File: config.mk
export PLATFORM = sky130hd
export DESIGN_NAME = bsg_axil_txs_buffered
export DESIGN_NICKNAME = d
export VERILOG_FILES = /design/src/rtl/bsg_axil_txs_buffered.sv
export SDC_FILE = /design/constraint.sdc
export NUM_CORES = 1
export LEC_CHECK = 0
export CAP_MARGIN = 20
export CORE_MARGIN = 4
export CORE_UTILIZATION = 30
export DETAILED_ROUTE_END_ITERATION = 8
export MAX_ROUTING_LAYER = met4
export PLACE_DENSITY = 0.5
export SLEW_MARGIN = 20
export SYNTH_ARGS = -nofsm -noshare
export SYNTH_HDL_FRONTEND = slang
export SYNTH_SLANG_ARGS = --single-unit
File: constraint.sdc
create_clock -name clk_i -period 6.05 [get_ports clk_i]
set_clock_uncertainty 0.15 [all_clocks]
set_input_delay 0.9075 -clock clk_i [delete_from_list [all_inputs] [get_ports clk_i]]
set_output_delay 0.9075 -clock clk_i [all_outputs]
set_load 0.01 [all_outputs]
File: src/rtl/bsg_axil_txs_buffered.sv
// AXI-Lite write slave that steers host writes into per-channel transmit FIFOs.
// Optional build macro: BSG_AXIL_TXS_WSTRB_CHECK_EN (reject partial-strobe writes with SLVERR).
module bsg_axil_txs_buffered #(
    parameter int unsigned num_fifos_p   = 4,
    parameter int unsigned data_width_p  = 32,
    parameter int unsigned fifo_els_p    = 8,
    parameter logic [31:0] base_addr_p   = 32'h0000_1000,
    parameter int unsigned slot_width_p  = 8,
    parameter logic [7:0]  tdr_ofs_p     = 8'h10,
    parameter logic [7:0]  isr_ofs_p     = 8'h00,
    parameter int unsigned isr_txc_bit_p = 27
) (
    input  logic                                               clk_i,
    input  logic                                               reset_n_i,
    input  logic [31:0]                                        awaddr_i,
    input  logic                                               awvalid_i,
    output logic                                               awready_o,
    input  logic [data_width_p-1:0]                            wdata_i,
    input  logic [data_width_p/8-1:0]                          wstrb_i,
    input  logic                                               wvalid_i,
    output logic                                               wready_o,
    output logic [1:0]                                         bresp_o,
    output logic                                               bvalid_o,
    input  logic                                               bready_i,
    output logic [num_fifos_p*data_width_p-1:0]                txs_o,
    output logic [num_fifos_p-1:0]                             txs_v_o,
    input  logic [num_fifos_p-1:0]                             txs_ready_i,
    output logic [num_fifos_p*$clog2(fifo_els_p+1)-1:0]        vacancy_o,
    output logic [num_fifos_p-1:0]                             clr_isrs_txc_o
);

    localparam int unsigned ptr_w  = $clog2(fifo_els_p);
    localparam int unsigned cnt_w  = $clog2(fifo_els_p + 1);
    localparam int unsigned idx_w  = (num_fifos_p > 1) ? $clog2(num_fifos_p) : 1;
    localparam int unsigned strb_w = data_width_p / 8;

    localparam logic [31:0] slot_mask = (32'd1 << slot_width_p) - 32'd1;

    localparam logic [1:0] RespOkay   = 2'b00;
    localparam logic [1:0] RespSlvErr = 2'b10;
    localparam logic [1:0] RespDecErr = 2'b11;

    localparam logic [1:0] StIdle     = 2'd0;
    localparam logic [1:0] StDispatch = 2'd1;
    localparam logic [1:0] StResp     = 2'd2;

    logic [1:0]              state_r, state_d;
    logic                    aw_full_r, w_full_r;
    logic [31:0]             addr_r;
    logic [data_width_p-1:0] data_r;
    logic [1:0]              resp_r, resp_d;
    logic                    aw_hs, w_hs, dispatch;
    logic                    strb_ok;

    logic [31:0]             rel, slot, ofs;
    logic                    in_range, tdr_hit, isr_hit;
    logic [idx_w-1:0]        idx;
    logic [1:0]              dec_resp;
    logic                    enq_any, pulse_any;
    logic [num_fifos_p-1:0]  fifo_full;

    assign awready_o = !aw_full_r && (state_r == StIdle);
    assign wready_o  = !w_full_r && (state_r == StIdle);
    assign aw_hs     = awvalid_i && awready_o;
    assign w_hs      = wvalid_i && wready_o;
    assign dispatch  = (state_r == StDispatch);
    assign bvalid_o  = (state_r == StResp);
    assign bresp_o   = (state_r == StResp) ? resp_r : 2'b00;

    always_ff @(posedge clk_i or negedge reset_n_i) begin
        if (!reset_n_i) begin
            aw_full_r <= 1'b0;
            w_full_r  <= 1'b0;
            addr_r    <= '0;
            data_r    <= '0;
            state_r   <= StIdle;
            resp_r    <= RespOkay;
        end else begin
            if (aw_hs) begin
                aw_full_r <= 1'b1;
                addr_r    <= awaddr_i;
            end else if (dispatch) begin
                aw_full_r <= 1'b0;
            end
            if (w_hs) begin
                w_full_r <= 1'b1;
                data_r   <= wdata_i;
            end else if (dispatch) begin
                w_full_r <= 1'b0;
            end
            state_r <= state_d;
            resp_r  <= resp_d;
        end
    end

`ifdef BSG_AXIL_TXS_WSTRB_CHECK_EN
    logic [strb_w-1:0] strb_r;

    always_ff @(posedge clk_i or negedge reset_n_i) begin
        if (!reset_n_i) begin
            strb_r <= '0;
        end else if (w_hs) begin
            strb_r <= wstrb_i;
        end
    end

    assign strb_ok = &strb_r;
`else
    logic unused_strb;

    assign unused_strb = ^wstrb_i;
    assign strb_ok     = 1'b1;
`endif

    // Dispatch fires the cycle after the later of the two handshakes, so look at next-state flags.
    always_comb begin
        state_d = state_r;
        case (state_r)
            StIdle: begin
                if ((aw_full_r || aw_hs) && (w_full_r || w_hs)) state_d = StDispatch;
            end
            StDispatch: state_d = StResp;
            StResp: begin
                if (bready_i) state_d = StIdle;
            end
            default: state_d = StIdle;
        endcase
    end

    always_comb begin
        rel      = addr_r - base_addr_p;
        slot     = rel >> slot_width_p;
        ofs      = addr_r & slot_mask;
        in_range = (addr_r >= base_addr_p) && (slot < num_fifos_p);
        idx      = slot[idx_w-1:0];
        tdr_hit  = in_range && (ofs == 32'(tdr_ofs_p));
        isr_hit  = in_range && (ofs == 32'(isr_ofs_p));

        if (!tdr_hit && !isr_hit) begin
            dec_resp = RespDecErr;
        end else if (!strb_ok) begin
            dec_resp = RespSlvErr;
        end else if (tdr_hit && fifo_full[idx]) begin
            // Drop rather than stall so a full channel can never wedge the interconnect.
            dec_resp = RespSlvErr;
        end else begin
            dec_resp = RespOkay;
        end

        enq_any   = dispatch && tdr_hit && strb_ok && !fifo_full[idx];
        pulse_any = dispatch && isr_hit && strb_ok && data_r[isr_txc_bit_p];
        resp_d    = dispatch ? dec_resp : resp_r;
    end

    for (genvar g = 0; g < num_fifos_p; g++) begin : gen_fifo
        logic [data_width_p-1:0] mem [fifo_els_p];
        logic [ptr_w-1:0]        rd_ptr, wr_ptr;
        logic [cnt_w-1:0]        count, count_next, vacancy;
        logic                    enq, deq;

        assign enq = enq_any && (idx == idx_w'(g));
        assign deq = (count != '0) && txs_ready_i[g];

        always_comb begin
            count_next = count;
            if (enq && !deq) begin
                count_next = count + cnt_w'(1);
            end else if (!enq && deq) begin
                count_next = count - cnt_w'(1);
            end
        end

        always_ff @(posedge clk_i or negedge reset_n_i) begin
            if (!reset_n_i) begin
                rd_ptr  <= '0;
                wr_ptr  <= '0;
                count   <= '0;
                vacancy <= cnt_w'(fifo_els_p);
            end else begin
                if (enq) wr_ptr <= wr_ptr + ptr_w'(1);
                if (deq) rd_ptr <= rd_ptr + ptr_w'(1);
                count   <= count_next;
                vacancy <= cnt_w'(fifo_els_p) - count_next;
            end
        end

        // Storage needs no reset: the count alone defines which entries are live.
        always_ff @(posedge clk_i) begin
            if (enq) mem[wr_ptr] <= data_r;
        end

        assign fifo_full[g]                               = (count == cnt_w'(fifo_els_p));
        assign txs_v_o[g]                                 = (count != '0);
        assign txs_o[g*data_width_p +: data_width_p]      = mem[rd_ptr];
        assign vacancy_o[g*cnt_w +: cnt_w]                = vacancy;
        assign clr_isrs_txc_o[g]                          = pulse_any && (idx == idx_w'(g));
    end

endmodule
After elaboration in Yosys (flattened, before gate mapping) --
Memory sizes are Yosys's and may differ from the RTL's. Cells that the tools add are included.
Word-level totals: bits of input ports 77, output and inout bits 157, RAM bits 1024, memories kept 4, register bits 126, logic and storage cells 148
Operators by class: mux-type cells 27, add/sub/neg operators 21, eq/ne operators 12, magnitude comparators 3, reduce and logical (&&, ||, !) cells 59
Memory list:
- gen_fifo[0].mem | depth 8, width 32, rd ports 1, clocked after memory_dff 0, write ports 1, line 156 | logic [data_width_p-1:0] mem [fifo_els_p];
- gen_fifo[1].mem | depth 8, width 32, rd ports 1, clocked after memory_dff 0, write ports 1, line 156
- gen_fifo[2].mem | depth 8, width 32, rd ports 1, clocked after memory_dff 0, write ports 1, line 156
- gen_fifo[3].mem | depth 8, width 32, rd ports 1, clocked after memory_dff 0, write ports 1, line 156
Operator list (number):
- $logic_and 1x1->1 | 34
- $ge 32x13->1 const B | 1
- $logic_not 32->1 | 1
- $mux 4 | 8
- $sub 32x13->32 const B | 1
- $add 3x1->3 const B | 8
- $lt 24x3->1 const B | 1
- $add 4x1->4 const B | 4
- $eq 4x4->1 const B | 4
- $reduce_bool 4->1 | 4
- $sub 4x1->4 const B | 4
- $sub 4x4->4 const A | 4
- $logic_not 1->1 | 13
- $mux 1 | 12
- $mux 2 | 5
- $eq 8x5->1 const B | 1
- $eq 2x2->1 const B | 3
- $pmux 2 s3 | 1
- $eq 2x1->1 const B | 2
- $logic_not 2->1 | 2
- $ne 2x1->1 const B | 2
- $reduce_bool 2->1 | 2
- $lt 2x3->1 const B | 1
- $bmux 1 s2 | 1
- 2 further kinds | 3

Longest topological paths before layout --
depth after elaboration 12, mapped depth 12, depth with buffers taken out 11

Worst setup path before layout --
OpenSTA, ideal clock, no wires.
path type flip-flop to flip-flop, start register, netlist name gen_fifo[0].vacancy[0], end memory gen_fifo[0].mem[0][0], enable pin, data required time 5.439 ns, library setup time 0.461 ns, buffers on the path 0, path slack 1.107 ns, arrival 4.332 ns, stages on the path, launching flop included 8, clock period less this slack 4.943 ns, cells stage by stage dfrtp_1 -> inv_1 -> ha_1 -> and4bb_1 -> a311o_2 -> nor4_4 -> or2b_1 -> nor3_1
RTL lines (line):
- end: declaration | 156

Worst setup path after layout --
start register addr_r[29], end output clr_isrs_txc_o[2]
Between the ends: longest elaborated chain between the ends 7, elaborated cells between the ends (all ways) 8, those cells by class add/sub: 1; order compare: 2; reduce/logical: 5
RTL lines:
- start: declaration | line 49 | logic [31:0] addr_r;
- start signal: assignment | line 81 | addr_r <= awaddr_i;
- $sub 32x13->32 | line 131 | rel = addr_r - base_addr_p;
- $lt 24x3->1 | line 134 | in_range = (addr_r >= base_addr_p) && (slot < num_fifos_p);
- $logic_and 1x1->1 (*) | line 134
- $logic_and 1x1->1 (*) | line 137 | isr_hit = in_range && (ofs == 32'(isr_ofs_p));
- $logic_and 1x1->1 (*) (2 in a row) | line 151 | pulse_any = dispatch && isr_hit && strb_ok && data_r[isr_txc_bit_p];
- $logic_and 1x1->1 (*) | line 196 | assign clr_isrs_txc_o[g] = pulse_any && (idx == idx_w'(g));
- end: declaration | line 29 | output logic [num_fifos_p-1:0] clr_isrs_txc_o
Every way passes the cells marked *; elsewhere a longest branch is shown, timed or not.

==> results.json <==
{
  "synth_area_um2": 44200,
  "cts_made_buffers": 118,
  "dr.pass1.iters": 5,
  "critical_path_class": "flip-flop to primary output",
  "cp_cell_sequence": "nor4_1, nand4_2, nor3_2, nand4b_1, nor3_1, clkdlybuf4s50_1",
  "antenna_left": 0,
  "vias": 21000,
  "cp_slowest_cell": "nor3_2",
  "slew_viol_final": 0,
  "syn_nets": 2103,
  "seq_area_frac_synth_pct": 76.6,
  "rsz0062_at_grt": "false",
  "synth_edf_count": 1024,
  "die_h_um": 392,
  "layout_common_cells": "edfxtp_1 (1024), mux4_2 (256), clkdlybuf4s50_1 (228), mux2_2 (197), clkbuf_16 (120)",
  "start_util_pct": 30.3,
  "min_path_type": "input port to asynchronous set/reset pin",
  "max_cap_violations": 0,
  "wl_per_cell_um": 25.3,
  "grt_pass1_wl_mm": 159,
  "cts_tree": "yes",
  "cp_data_arrival_time_ns": 4.11,
  "overflow": 0,
  "grt_usage_pct": 14.9,
  "rrSetupSlack_ns": 1.56,
  "period_needed_ns": 5.17,
  "path_clk_slew_ns": 0.06,
  "insertion_delay_ns": 0.72,
  "vdd.ir_drop.worst_uv": 280,
  "ys_types": 55,
  "final_util_pct": 36.5,
  "die-area_um2": 153000,
  "cp_max_fo": 6,
  "core_area_um2": 146000,
  "p_leak_nw": 17.1,
  "hold_violations": 0,
  "drive_gt1_share_pct": 31.2,
  "dp_cells": 4146,
  "hpwl_mm": 65.1,
  "first_iter_violations": 1735,
  "worstMarginPinSlew_ns": 1.07,
  "area_growth_pct": 20.5,
  "clock-sinks": 1146,
  "grt_pass1_vias": 22500,
  "postCtsHoldBufs": 0,
  "fin_nets": 2446,
  "place_ws_ns": 1.50,
  "powerDensity_nw_per_um2": 496,
  "cts_setup_buffers": 0,
  "outcome": "finished clean",
  "ys.flop_type": "edfxtp_1",
  "cts.root.buffer_cell": "clkbuf_16",
  "antenna_found_initial": 10,
  "syn_avg_cell_area_um2": 22.0,
  "cts_resized": 0,
  "grt_max_degree": 81,
  "setup_tns_ns": 0,
  "die_x_um": 392,
  "final_cells": 4379,
  "clock_path_buffers": 3,
  "io_buffers": 229,
  "setup_ws_ns": 0.883,
  "endpoint_kind": "primary output",
  "rows": 140,
  "clock.fmax_mhz": 194,
  "synth-seq-cells": 1146,
  "async_flop_share_pct": 10.6,
  "postSynthCellCount": 2006,
  "cp-start-kind": "flip-flop",
  "wirelength_mm": 111,
  "gp_congestion": 0.767,
  "setup_viol": 0,
  "pin_count": 234,
  "viasPerCell": 4.80,
  "finalPower_w": 0.0264,
  "htreeDepth": 3,
  "cp_slowest_stage_delay_ns": 0.85,
  "yosysWarnings": 0,
  "crit_required_ns": 4.99,
  "period_share_pct": 85.4,
  "slew_headroom_pct": 28.9,
  "layout_commonest_cell": "edfxtp_1",
  "drc": 0
}
[state kept, by name (all words and copies together), names as in the netlist]
| name | count |
|---|---|
| addr_r | 32 |
| aw_full_r | 1 |
| data_r | 32 |
| gen_fifo.count | 12 |
| gen_fifo.mem | 1024 |
| gen_fifo.rd_ptr | 12 |
| gen_fifo.vacancy | 16 |
| gen_fifo.wr_ptr | 12 |
| resp_r | 2 |
| state_r | 2 |
| w_full_r | 1 |
[cells in the mapped netlist, drive strengths merged, types with 2 or more instances]
library cell / instances / area (um^2)
a21o: 3 / 22.5
a21oi: 6 / 30.0
a22oi: 2 / 15.0
a31oi: 7 / 43.8
and2: 10 / 62.6
and3: 2 / 12.5
and4: 2 / 17.5
buf: 41 / 175
clkbuf: 50 / 188
dfrtp: 118 / 2950
dfstp: 4 / 105
edfxtp: 1024 / 30700
ha: 20 / 250
inv: 25 / 93.8
mux2: 197 / 2220
mux2i: 3 / 30.0
mux4: 256 / 5770
nand2: 29 / 109
nand2b: 17 / 106
nand3: 17 / 85.1
nand3b: 5 / 37.5
nand4: 7 / 50.1
nand4b: 3 / 26.3
nor2: 45 / 174
nor2b: 4 / 25.0
nor3: 28 / 140
nor4: 10 / 92.6
o211ai: 6 / 45.0
o21ai: 6 / 30.0
o22ai: 2 / 12.5
o31a: 3 / 26.3
o31ai: 3 / 22.5
or4: 2 / 15.0
xnor2: 26 / 228
xor2: 9 / 78.8
[cell families after synthesis]
logic type | after synthesis | share of synthesized area (%)
xor gates and xnor gates | 35 | 0.694
adders and majority gates | 21 | 0.589
AOI/OAI and AO/OA | 43 | 0.663
buffers and inverters | 116 | 1.03
muxes | 456 | 18.1
and+or+nand+nor | 189 | 2.31
DFF | 1146 | 76.6
[worst max-delay path, delay by kind of cell (launching register included)]
kind	cells	cell delay [ns]
simple gates	5	2.43
flops	1	0.37
buf+inv	1	0.59
[path summary, 6_finish.rpt]
path | startpoint | endpoint | cells past startpoint
setup / recovery | addr_r[29] | clr_isrs_txc_o[2] | 6
hold / removal | reset_n_i | gen_fifo[1].vacancy[1] | 1
setup reg to reg | addr_r[29] | gen_fifo[0].mem[7][4] | 6
hold reg to reg | gen_fifo[0].rd_ptr[2] | gen_fifo[0].rd_ptr[2] | 1
max in group asynchronous | reset_n_i | gen_fifo[2].rd_ptr[0] | 2
min in group clk_i | gen_fifo[0].rd_ptr[2] | gen_fifo[0].rd_ptr[2] | 1
[metrics by stage]
step | instance area [um^2] | hold slack [ns]
6_report | 53200 | 0.0879
3_5_place_dp | 49400 | 0.321
3_3_place_gp | 49400 | 0.320
5_1_grt | 53200 | 0.126
2_1_floorplan | 44200 | 0.307
4_1_cts | 53200 | 0.0759
[final cells by class]
cell class / instances / area, um^2
diodes: 12 / 30.0
clock buffers: 147 / 3130
clock inverters: 74 / 707
well taps: 1917 / 2400
fillers: 13300 / 92700
inverters: 25 / 93.8
repair buffers: 314 / 2930
multi-input cells: 744 / 10100
flip-flops and latches: 1146 / 33800
[power breakdown]
part / internal (W) / switching [W] / total (W)
Combinational: 0.00401 / 0.00422 / 0.00823
Sequential: 0.0101 / 0.000913 / 0.0110
Clock: 0.00414 / 0.00305 / 0.00719
Total: 0.0182 / 0.00818 / 0.0264
[layer usage]
layer	part of all wire [%]	routed length (um)	track usage, %
met4	1.8	1970	3.12
met1	44	48900	19.6
met3	5.5	6110	3.32
met5	0	0	-
met2	49	53900	23.9
(Power assumes the default switching activity.)
